**src/rtl/cci_mpf_shim_buffered_pkg.sv**
```systemverilog
// Shared types and sizing helpers for the buffered CCI-MPF shim.
package cci_mpf_shim_buffered_pkg;

  localparam int C0_DEPTH_DFLT = 16;
  localparam int C1_DEPTH_DFLT = 16;

  // Occupancy counters must represent 0..DEPTH inclusive.
  function automatic int occ_w(input int depth);
    return $clog2(depth + 1);
  endfunction

  typedef logic [occ_w(C0_DEPTH_DFLT)-1:0] t_occ_c0;
  typedef logic [occ_w(C1_DEPTH_DFLT)-1:0] t_occ_c1;

  typedef struct packed {
    logic        valid;
    logic [15:0] hdr;
  } t_if_cci_mpf_c0_Tx;

  typedef struct packed {
    logic        valid;
    logic [15:0] hdr;
    logic [63:0] data;
  } t_if_cci_mpf_c1_Tx;

  typedef struct packed {
    logic        mmioRdValid;
    logic [8:0]  tid;
    logic [63:0] data;
  } t_if_cci_mpf_c2_Tx;

  typedef struct packed {
    logic        rspValid;
    logic        mmioRdValid;
    logic        mmioWrValid;
    logic [15:0] hdr;
    logic [63:0] data;
  } t_if_cci_mpf_c0_Rx;

  typedef struct packed {
    logic        rspValid;
    logic [15:0] hdr;
  } t_if_cci_mpf_c1_Rx;

endpackage

```
**src/rtl/cci_mpf_if.sv**
```systemverilog
// CCI-MPF channel bundle; to_fiu faces the host side, to_afu faces the accelerator.
interface cci_mpf_if;
  import cci_mpf_shim_buffered_pkg::*;

  logic              reset;
  t_if_cci_mpf_c0_Tx c0Tx;
  t_if_cci_mpf_c1_Tx c1Tx;
  t_if_cci_mpf_c2_Tx c2Tx;
  logic              c0TxAlmFull;
  logic              c1TxAlmFull;
  t_if_cci_mpf_c0_Rx c0Rx;
  t_if_cci_mpf_c1_Rx c1Rx;

  modport to_fiu (input reset, c0TxAlmFull, c1TxAlmFull, c0Rx, c1Rx,
                  output c0Tx, c1Tx, c2Tx);
  modport to_afu (output reset, c0TxAlmFull, c1TxAlmFull, c0Rx, c1Rx,
                  input c0Tx, c1Tx, c2Tx);
endinterface

```
**src/rtl/cci_mpf_shim_tx_fifo.sv**
```systemverilog
// Per-channel Tx FIFO: storage, occupancy, registered almost-full, overflow and high-water.
module cci_mpf_shim_tx_fifo #(
  parameter int N_ENTRIES      = 16,
  parameter int N_DATA_BITS    = 8,
  parameter int ALM_FULL_SLACK = 8
) (
  input  logic                               clk,
  input  logic                               reset,
  input  logic                               enq_en,
  input  logic [N_DATA_BITS-1:0]             enq_data,
  input  logic                               out_blocked,
  output logic                               deq,
  output logic [N_DATA_BITS-1:0]             first,
  output logic                               alm_full,
  output logic [$clog2(N_ENTRIES+1)-1:0]     max_occ,
  output logic                               overflow
);
  localparam int OCC_W = $clog2(N_ENTRIES + 1);
  localparam int PTR_W = $clog2(N_ENTRIES);

  logic [N_DATA_BITS-1:0] mem [N_ENTRIES];
  logic [PTR_W-1:0]       wr_ptr, rd_ptr;
  logic [OCC_W-1:0]       occ, occ_next;
  logic                   full, enq_ok;

  assign full   = (occ == OCC_W'(N_ENTRIES));
  assign deq    = (occ != '0) && !out_blocked;
  // A write into a full FIFO survives only when the head leaves the same cycle.
  assign enq_ok = enq_en && (!full || deq);
  assign first  = mem[rd_ptr];

  // Next occupancy; enq+deq together leave the count alone.
  always_comb begin
    occ_next = occ;
    if (enq_ok && !deq)      occ_next = occ + 1'b1;
    else if (!enq_ok && deq) occ_next = occ - 1'b1;
  end

  // Storage write; reading and overwriting the same slot at full returns the old head.
  always_ff @(posedge clk) begin
    if (enq_ok && !reset) mem[wr_ptr] <= enq_data;
  end

  // Pointers wrap naturally (power-of-2 depth); status flags are registered.
  always_ff @(posedge clk) begin
    if (reset) begin
      wr_ptr   <= '0;
      rd_ptr   <= '0;
      occ      <= '0;
      alm_full <= 1'b1;
      max_occ  <= '0;
      overflow <= 1'b0;
    end else begin
      if (enq_ok) wr_ptr <= wr_ptr + 1'b1;
      if (deq)    rd_ptr <= rd_ptr + 1'b1;
      occ      <= occ_next;
      alm_full <= (OCC_W'(N_ENTRIES) - occ_next) <= OCC_W'(ALM_FULL_SLACK);
      if (occ_next > max_occ) max_occ <= occ_next;
      if (enq_en && !enq_ok)  overflow <= 1'b1;
    end
  end
endmodule

```
**src/rtl/cci_mpf_shim_buffered_if.sv**
```systemverilog
// Buffered/registered bridge between an AFU-side and FIU-side CCI-MPF interface.
module cci_mpf_shim_buffered_if
  import cci_mpf_shim_buffered_pkg::*;
#(
  parameter int C0_DEPTH       = 16,
  parameter int C1_DEPTH       = 16,
  parameter int ALM_FULL_SLACK = 8,
  parameter bit REGISTER_RX    = 1'b1,
  parameter bit REGISTER_C2    = 1'b1
) (
  input  logic                          clk,
  cci_mpf_if.to_fiu                     fiu,
  cci_mpf_if.to_afu                     afu,
  output logic [occ_w(C0_DEPTH)-1:0]    c0_max_occ,
  output logic [occ_w(C1_DEPTH)-1:0]    c1_max_occ,
  output logic [1:0]                    err_overflow
);
  logic              c0_deq, c1_deq, c0_alm, c1_alm;
  t_if_cci_mpf_c0_Tx c0_first;
  t_if_cci_mpf_c1_Tx c1_first;

  cci_mpf_shim_tx_fifo #(
    .N_ENTRIES(C0_DEPTH), .N_DATA_BITS($bits(t_if_cci_mpf_c0_Tx)), .ALM_FULL_SLACK(ALM_FULL_SLACK)
  ) u_c0 (
    .clk(clk), .reset(fiu.reset), .enq_en(afu.c0Tx.valid), .enq_data(afu.c0Tx),
    .out_blocked(fiu.c0TxAlmFull), .deq(c0_deq), .first(c0_first), .alm_full(c0_alm),
    .max_occ(c0_max_occ), .overflow(err_overflow[0])
  );

  cci_mpf_shim_tx_fifo #(
    .N_ENTRIES(C1_DEPTH), .N_DATA_BITS($bits(t_if_cci_mpf_c1_Tx)), .ALM_FULL_SLACK(ALM_FULL_SLACK)
  ) u_c1 (
    .clk(clk), .reset(fiu.reset), .enq_en(afu.c1Tx.valid), .enq_data(afu.c1Tx),
    .out_blocked(fiu.c1TxAlmFull), .deq(c1_deq), .first(c1_first), .alm_full(c1_alm),
    .max_occ(c1_max_occ), .overflow(err_overflow[1])
  );

  assign afu.c0TxAlmFull = c0_alm;
  assign afu.c1TxAlmFull = c1_alm;

  // Reset is re-timed one cycle toward the AFU.
  always_ff @(posedge clk) afu.reset <= fiu.reset;

  // Tx output registers: present the dequeued head one cycle after the decision.
  always_ff @(posedge clk) begin
    if (fiu.reset) begin
      fiu.c0Tx <= '0;
      fiu.c1Tx <= '0;
    end else begin
      fiu.c0Tx <= c0_deq ? c0_first : '0;
      fiu.c1Tx <= c1_deq ? c1_first : '0;
    end
  end

  generate
    if (REGISTER_C2) begin : g_c2_reg
      // MMIO responses are never back-pressured; just one pipeline stage.
      always_ff @(posedge clk) begin
        if (fiu.reset) fiu.c2Tx <= '0;
        else           fiu.c2Tx <= afu.c2Tx;
      end
    end else begin : g_c2_pass
      // Pass-through with the valid masked during reset.
      always_comb begin
        fiu.c2Tx = afu.c2Tx;
        if (fiu.reset) fiu.c2Tx.mmioRdValid = 1'b0;
      end
    end

    if (REGISTER_RX) begin : g_rx_reg
      // One-cycle Rx delay, every valid bit carried unchanged.
      always_ff @(posedge clk) begin
        if (fiu.reset) begin
          afu.c0Rx <= '0;
          afu.c1Rx <= '0;
        end else begin
          afu.c0Rx <= fiu.c0Rx;
          afu.c1Rx <= fiu.c1Rx;
        end
      end
    end else begin : g_rx_pass
      // Combinational Rx with valids masked during reset.
      always_comb begin
        afu.c0Rx = fiu.c0Rx;
        afu.c1Rx = fiu.c1Rx;
        if (fiu.reset) begin
          afu.c0Rx.rspValid    = 1'b0;
          afu.c0Rx.mmioRdValid = 1'b0;
          afu.c0Rx.mmioWrValid = 1'b0;
          afu.c1Rx.rspValid    = 1'b0;
        end
      end
    end
  endgenerate
endmodule

```
**src/flat_wrapper.sv**
```systemverilog
// flat-port wrapper written by rule: the top's interface ports become plain ports
module cci_mpf_shim_buffered_if_flat import cci_mpf_shim_buffered_pkg::*;
#(
  parameter int C0_DEPTH       = 16,
  parameter int C1_DEPTH       = 16,
  parameter int ALM_FULL_SLACK = 8,
  parameter bit REGISTER_RX    = 1'b1,
  parameter bit REGISTER_C2    = 1'b1
)
  (clk, c0_max_occ, c1_max_occ, err_overflow, fiu_reset, fiu_c0TxAlmFull, fiu_c1TxAlmFull, fiu_c0Rx, fiu_c1Rx, fiu_c0Tx, fiu_c1Tx, fiu_c2Tx, afu_reset, afu_c0TxAlmFull, afu_c1TxAlmFull, afu_c0Rx, afu_c1Rx, afu_c0Tx, afu_c1Tx, afu_c2Tx);
  cci_mpf_if fiu_i ();
  cci_mpf_if afu_i ();
  input  logic clk;
  output logic [occ_w(C0_DEPTH)-1:0] c0_max_occ;
  output logic [occ_w(C1_DEPTH)-1:0] c1_max_occ;
  output logic [1:0] err_overflow;
  input wire logic [$bits(fiu_i.reset)-1:0] fiu_reset;
  input wire logic [$bits(fiu_i.c0TxAlmFull)-1:0] fiu_c0TxAlmFull;
  input wire logic [$bits(fiu_i.c1TxAlmFull)-1:0] fiu_c1TxAlmFull;
  input wire logic [$bits(fiu_i.c0Rx)-1:0] fiu_c0Rx;
  input wire logic [$bits(fiu_i.c1Rx)-1:0] fiu_c1Rx;
  output wire logic [$bits(fiu_i.c0Tx)-1:0] fiu_c0Tx;
  output wire logic [$bits(fiu_i.c1Tx)-1:0] fiu_c1Tx;
  output wire logic [$bits(fiu_i.c2Tx)-1:0] fiu_c2Tx;
  output wire logic [$bits(afu_i.reset)-1:0] afu_reset;
  output wire logic [$bits(afu_i.c0TxAlmFull)-1:0] afu_c0TxAlmFull;
  output wire logic [$bits(afu_i.c1TxAlmFull)-1:0] afu_c1TxAlmFull;
  output wire logic [$bits(afu_i.c0Rx)-1:0] afu_c0Rx;
  output wire logic [$bits(afu_i.c1Rx)-1:0] afu_c1Rx;
  input wire logic [$bits(afu_i.c0Tx)-1:0] afu_c0Tx;
  input wire logic [$bits(afu_i.c1Tx)-1:0] afu_c1Tx;
  input wire logic [$bits(afu_i.c2Tx)-1:0] afu_c2Tx;
  assign fiu_i.reset = fiu_reset;
  assign fiu_i.c0TxAlmFull = fiu_c0TxAlmFull;
  assign fiu_i.c1TxAlmFull = fiu_c1TxAlmFull;
  assign fiu_i.c0Rx = fiu_c0Rx;
  assign fiu_i.c1Rx = fiu_c1Rx;
  assign fiu_c0Tx = fiu_i.c0Tx;
  assign fiu_c1Tx = fiu_i.c1Tx;
  assign fiu_c2Tx = fiu_i.c2Tx;
  assign afu_reset = afu_i.reset;
  assign afu_c0TxAlmFull = afu_i.c0TxAlmFull;
  assign afu_c1TxAlmFull = afu_i.c1TxAlmFull;
  assign afu_c0Rx = afu_i.c0Rx;
  assign afu_c1Rx = afu_i.c1Rx;
  assign afu_i.c0Tx = afu_c0Tx;
  assign afu_i.c1Tx = afu_c1Tx;
  assign afu_i.c2Tx = afu_c2Tx;
  cci_mpf_shim_buffered_if #(.C0_DEPTH(C0_DEPTH), .C1_DEPTH(C1_DEPTH), .ALM_FULL_SLACK(ALM_FULL_SLACK), .REGISTER_RX(REGISTER_RX), .REGISTER_C2(REGISTER_C2)) u_core (.clk(clk), .fiu(fiu_i), .afu(afu_i), .c0_max_occ(c0_max_occ), .c1_max_occ(c1_max_occ), .err_overflow(err_overflow));
endmodule
```
**config.mk**
```make
export PLATFORM = sky130hd
export DESIGN_NAME = cci_mpf_shim_buffered_if_flat
export DESIGN_NICKNAME = d
export VERILOG_FILES = /design/src/rtl/cci_mpf_shim_buffered_pkg.sv /design/src/rtl/cci_mpf_if.sv /design/src/rtl/cci_mpf_shim_tx_fifo.sv /design/src/rtl/cci_mpf_shim_buffered_if.sv /design/src/flat_wrapper.sv
export SDC_FILE = /design/constraint.sdc
export NUM_CORES = 2
export LEC_CHECK = 0
export BUFFER_PORTS_ARGS = -buffer_cell sky130_fd_sc_hd__buf_2
export CORE_MARGIN = 10
export CORE_UTILIZATION = 60
export DETAILED_ROUTE_END_ITERATION = 10
export MAX_ROUTING_LAYER = met4
export PLACE_DENSITY = 0.77
export SLEW_MARGIN = 25
export SYNTH_ARGS = -nofsm -noshare
export SYNTH_HDL_FRONTEND = slang
export SYNTH_SLANG_ARGS = --single-unit
```
**constraint.sdc**
```tcl
create_clock -name clk -period 15.67 [get_ports clk]
set_clock_uncertainty 0.2 [all_clocks]
set_input_delay 3.134 -clock clk [delete_from_list [all_inputs] [get_ports clk]]
set_output_delay 3.134 -clock clk [all_outputs]
set_load 0.02 [all_outputs]
```
# After elaboration in Yosys (flattened, before gate mapping)
# Memory sizes are Yosys's and may differ from the RTL's. A register that Yosys moved wholly into a read port is not among the register bits.
# Index checks and enable logic that the tools add are counted.
[word_totals]
register_bits = 215
latch_bits = 0
mem_bits_rw = 1568
mem_bits_ro = 0
inputBits = 276
output_inout_bits = 287
elab_cells = 78
memories = 2
[mem_list]
columns = ["memory", "words", "width", "read_ports", "rd_clocked_by_memory_dff", "wr", "line", "source"]
rows = [
  ["u_core.u_c1.mem", 16, 81, 1, 1, 1, "cci_mpf_shim_tx_fifo.sv:21", "logic [N_DATA_BITS-1:0] mem [N_ENTRIES];"],
  ["u_core.u_c0.mem", 16, 17, 1, 1, 1, "cci_mpf_shim_tx_fifo.sv:21", ""],
]
[op_classes]
n_addsub = 10
n_mul = 0
div = 0
n_lt_le_gt_ge = 4
n_eq_ne = 2
shifts = 0
muxes = 8
n_bitwise = 2
n_reduce_logical = 27
[op_table]
columns = ["operator", "count"]
rows = [
  ["2-to-1 mux 5 bit", 4],
  ["adder 4 x 1 -> 4 bit (second input constant)", 4],
  ["logical AND 1 bit", 12],
  ["adder 5 x 1 -> 5 bit (second input constant)", 2],
  ["equality test 5 bit (second input constant)", 2],
  ["> comparator 5 bit", 2],
  ["<= comparator 5 x 4 -> 1 bit (second input constant)", 2],
  ["nonzero test 5 bit", 2],
  ["subtractor 5 x 1 -> 5 bit (second input constant)", 2],
  ["subtractor 5 bit (first input constant)", 2],
  ["logical NOT 1 bit", 9],
  ["2-to-1 mux 1 bit", 4],
  ["OR reduction 2 bit", 2],
  ["logical OR 1 bit", 2],
  ["NOT 1 bit", 2],
]

# Depth between registers and ports, before layout
[depth]
depth_word = 10
mapped_depth = 14
mapped_depth_nobuf = 13

# Cells and area by module
# A second synthesis with hierarchy kept.
[unflattened]
cells_unflattened = 3089
area_unflattened_um2 = 68989.9
[by_module_without_submodules]
columns = ["mod", "n_inst", "cells_per_inst", "area_per_inst_um2", "seq_area_each_um2"]
rows = [
  ["cci_mpf_shim_tx_fifo (u_core.u_c1)", 1, 1956, 49751.5, 39397.8],
  ["cci_mpf_shim_tx_fifo (u_core.u_c0)", 1, 548, 11624.9, 8648.3],
  ["cci_mpf_shim_buffered_if", 1, 585, 7613.6, 5465.2],
]

# Worst setup path before layout
# OpenSTA, ideal clock, no wires.
[synth_timing]
path_kind = "in2reg"
from = "input afu_c1Tx[80]"
to = "memory u_core.u_c1.mem[3][0] in the netlist's numbering (enable)"
setup_ps = 620
arrival_ps = 9414
t_required_ps = 14850
path_slack_ps = 5437
cell_stages = 5
n_path_buf = 1
path_cell_list = "clkbuf_1 o21ai_0 nor2_1 nand2_1 nor3_1"
[synth_between]
elab_chain_len = 4
[synth_lines]
columns = ["item", "line", "source"]
rows = [
  ["start: declaration", "flat_wrapper.sv:31", "input wire logic [$bits(afu_i.c1Tx)-1:0] afu_c1Tx;"],
  ["logical AND 1 bit", "cci_mpf_shim_tx_fifo.sv:29", "assign enq_ok = enq_en && (!full || deq);"],
  ["logical AND 1 bit", "cci_mpf_shim_tx_fifo.sv:41", "if (enq_ok && !reset) mem[wr_ptr] <= enq_data;"],
  ["2-to-1 mux 1 bit", "cci_mpf_shim_tx_fifo.sv:41", ""],
  ["2-to-1 mux 1 bit (implied by the code)", "cci_mpf_shim_tx_fifo.sv:41", ""],
  ["end: declaration", "cci_mpf_shim_tx_fifo.sv:21", ""],
]
# Every way passes these cells.

# Worst setup path in the final report
[layout_timing]
from = "input afu_c1Tx[80]"
to = "memory u_core.u_c1.mem[14][65] in the netlist's numbering (enable)"
# Same word-level chain as after synthesis.

==> flow_summary.yaml <==
hold_path:
  hold_path_class: "register to register"
layout:
  final_cell_mix: "edfxtp_1, buf_2, mux4_2"
  synthToLayoutAreaGrowth_pct: 16.0
  drive_above_1_share_pct: 36.7
  multi_input_area_um2: 14500
  final_cell_count_no_fill: 5416
  final_common_cell: "edfxtp_1"
  fin_nets: 4033
  final-seq-area_um2: 53400
  nFillCells: 6544
critical_path:
  arrival_ns: 6.35
  worstSetupPathType: "input pin to register"
  cp_max_fo: 36
  cp.required_ns: 15.86
  worst_setup_path_start_kind: "input pin"
  cp-end-kind: "register"
power_and_ir_drop:
  peakVddDrop_mv: 0.117
  pwr-share-comb_pct: 14.8
  pwr-share-clk_pct: 37.6
  leakagePower_nw: 26.4
  switchingPower_mw: 2.85
  power_density_nw_per_um2: 148
  p_seq_share_pct: 47.6
  internal_power_mw: 8.95
  p_sw_share_pct: 24.2
  fin_total_pwr_mw: 11.8
detailed_routing:
  antenna_left: 0
  wl_um: 179000
  vias: 34100
  viasPerCell: 6.30
  routedWlPerCell_um: 33.0
  drt_iter0_drc: 4227
  drcViolationCount: 0
  drt-pass1-iter-count: 5
cts:
  worst_skew_pair.late_latency_ns: 0.77
  htree_num_levels: 4
  clock-sinks: 1881
  clock_path_buffers: 3
  clk_pin_slew_ns: 0.06
  cts-hold-fix-buffers: 0
  cts_setup_buffers: 0
  cts_tree: "built"
  post_cts_resized: 0
  cts_buffers: 180
  cts-root-buf: "clkbuf_16"
placement:
  placed_cells: 5051
  port_buffers: 562
  place_ws_ns: 8.79
  hpwl_um: 105000
  place.gp.congestion: 0.898
timing:
  max_slew_margin_pct: 26.9
  hold_viol_final: 0
  rsz0062_at_grt: "false"
  finalCritPeriodShare_pct: 39.3
  finalMaxSlewViolations: 0
  fin_tns_setup_ns: 0
  finalSetupViolCount: 0
  min_period_ns: 6.15
  worst_slack_ns: 9.52
  tightest_slew_ns: 1.10
  fmax_ghz: 0.162
synth:
  synth_nets: 3381
  synth_cells: 3083
  syn-cell-area_um2: 68500
  synthArstFlopShare_pct: 0
  synth_cell_types: 58
  ys_ff_latch: 1881
  synth_area_per_cell_um2: 22.2
  synth_edf_count: 1568
  synth_seq_area_share_pct: 77.9
  yosysWarnings: 0
  synth_flop_cell: "edfxtp_1"
global_route:
  overflow: 0
  grt_pass1_wl_um: 255000
  grt_use_total_pct: 28.6
  grt_max_degree: 165
  grt_pass1_vias: 34300
  grt_antenna_before_repair: 37
floorplan:
  rows: 123
  start_util_pct: 60.6
  pin_count: 563
  core-area_um2: 113000
  die_w_um: 358
  die_h_um: 358
  dieArea_um2: 128000
outcome:
  status: "finished clean"
flow_run:
  cap_violations: 0
cell type report:
cell class              instances  area share [%]
diodes                         27          0.0851
multi-input cells            1022            18.3
repair buffers                626            4.29
clock buffers                 256            6.56
inverters                      24           0.113
well taps                    1500            2.36
flip-flops and latches       1881            67.2
clock inverters                80            1.11
worst paths after layout:
check	end	slack, ns	start	cells past startpoint
setup reg to reg	u_core.fiu.c1Tx[45]	11.16	u_core.u_c1.rd_ptr[0]	6
hold reg to reg	u_core.u_c0.overflow	0.31	u_core.u_c0.overflow	2
setup / recovery	u_core.u_c1.mem[14][65]	9.52	afu_c1Tx[80]	8
hold / removal	u_core.u_c0.overflow	0.31	u_core.u_c0.overflow	2
stage by stage:
stage	hold slack, ns	instance area (um^2)	utilization, %
global placement	0.307	73200	64.8
global route	0.346	79400	70.3
detailed placement	0.312	73200	64.8
floorplan	0.242	68500	-
finish	0.314	79400	70.3
CTS	0.321	79300	70.2
logic make-up after synthesis:
family | Yosys count | share of synthesized area [%]
buffers and inverters | 180 | 1.07
adders and majority gates | 22 | 0.402
muxes | 499 | 16.3
DFF | 1881 | 77.9
xor gates and xnor gates | 18 | 0.230
and+or+nand+nor | 425 | 3.55
AOI/OAI and AO/OA | 58 | 0.599
sequential cells by signal, indices dropped and copies added, names as in the netlist, 17 cells and up:
name and flops:
u_core.u_c1.mem 1296, u_core.u_c0.mem 272, u_core.afu.c0Rx 83, u_core.fiu.c1Tx 81
u_core.fiu.c2Tx 74, u_core.afu.c1Rx 17, u_core.fiu.c0Tx 17
cell usage after synthesis (all sizes together), types with 3 or more instances:
master  instances  share of area, %
o22ai           4             0.037
mux4          490                16
mux2            8              0.13
clkbuf        107              0.59
inv            24              0.13
buf            49              0.35
dfxtp         313               9.1
nand2b          6             0.055
nand3           6             0.044
xor2           11              0.14
or3             3             0.027
nand4           7             0.064
nor2           69              0.38
edfxtp       1568                69
a211oi          3             0.040
or3b            3             0.042
nand2          30              0.16
xnor2           7             0.090
o21ai          10             0.073
ha             22              0.40
a21oi          16              0.12
a22oi           3             0.040
nand3b          3             0.033
nor2b         277               2.5
a41oi           3             0.038
nor3            7             0.051
and2            7             0.064
a31oi           3             0.027
power groups by stage:
stage          Clock (mW)  Combinational, mW  Sequential, mW
2_1_floorplan           0               1.17            5.75
3_3_place_gp            0               1.71            5.74
3_5_place_dp            0               1.72            5.74
4_1_cts              4.49               1.75            5.64
5_1_grt              4.68               1.86            5.63
6_report             4.44               1.74            5.62
metal layers:
layer,GRT usage [%],wire length [um],vias up
li1,-,-,13900
met1,36.4,63800,17700
met2,47.1,92400,2192
met3,5.11,16000,326
met4,9.58,6420,0
met5,-,0,-
critical path, cell delays in order:
cell and delay (ns):
buf_2 0.10, buf_4 0.32, o21ai_0 0.26, nor2_1 0.31, nand2_1 0.29, nor2_4 0.65, buf_4 0.53, buf_4 0.61
Note: power is estimated with default switching activity, not from simulation.
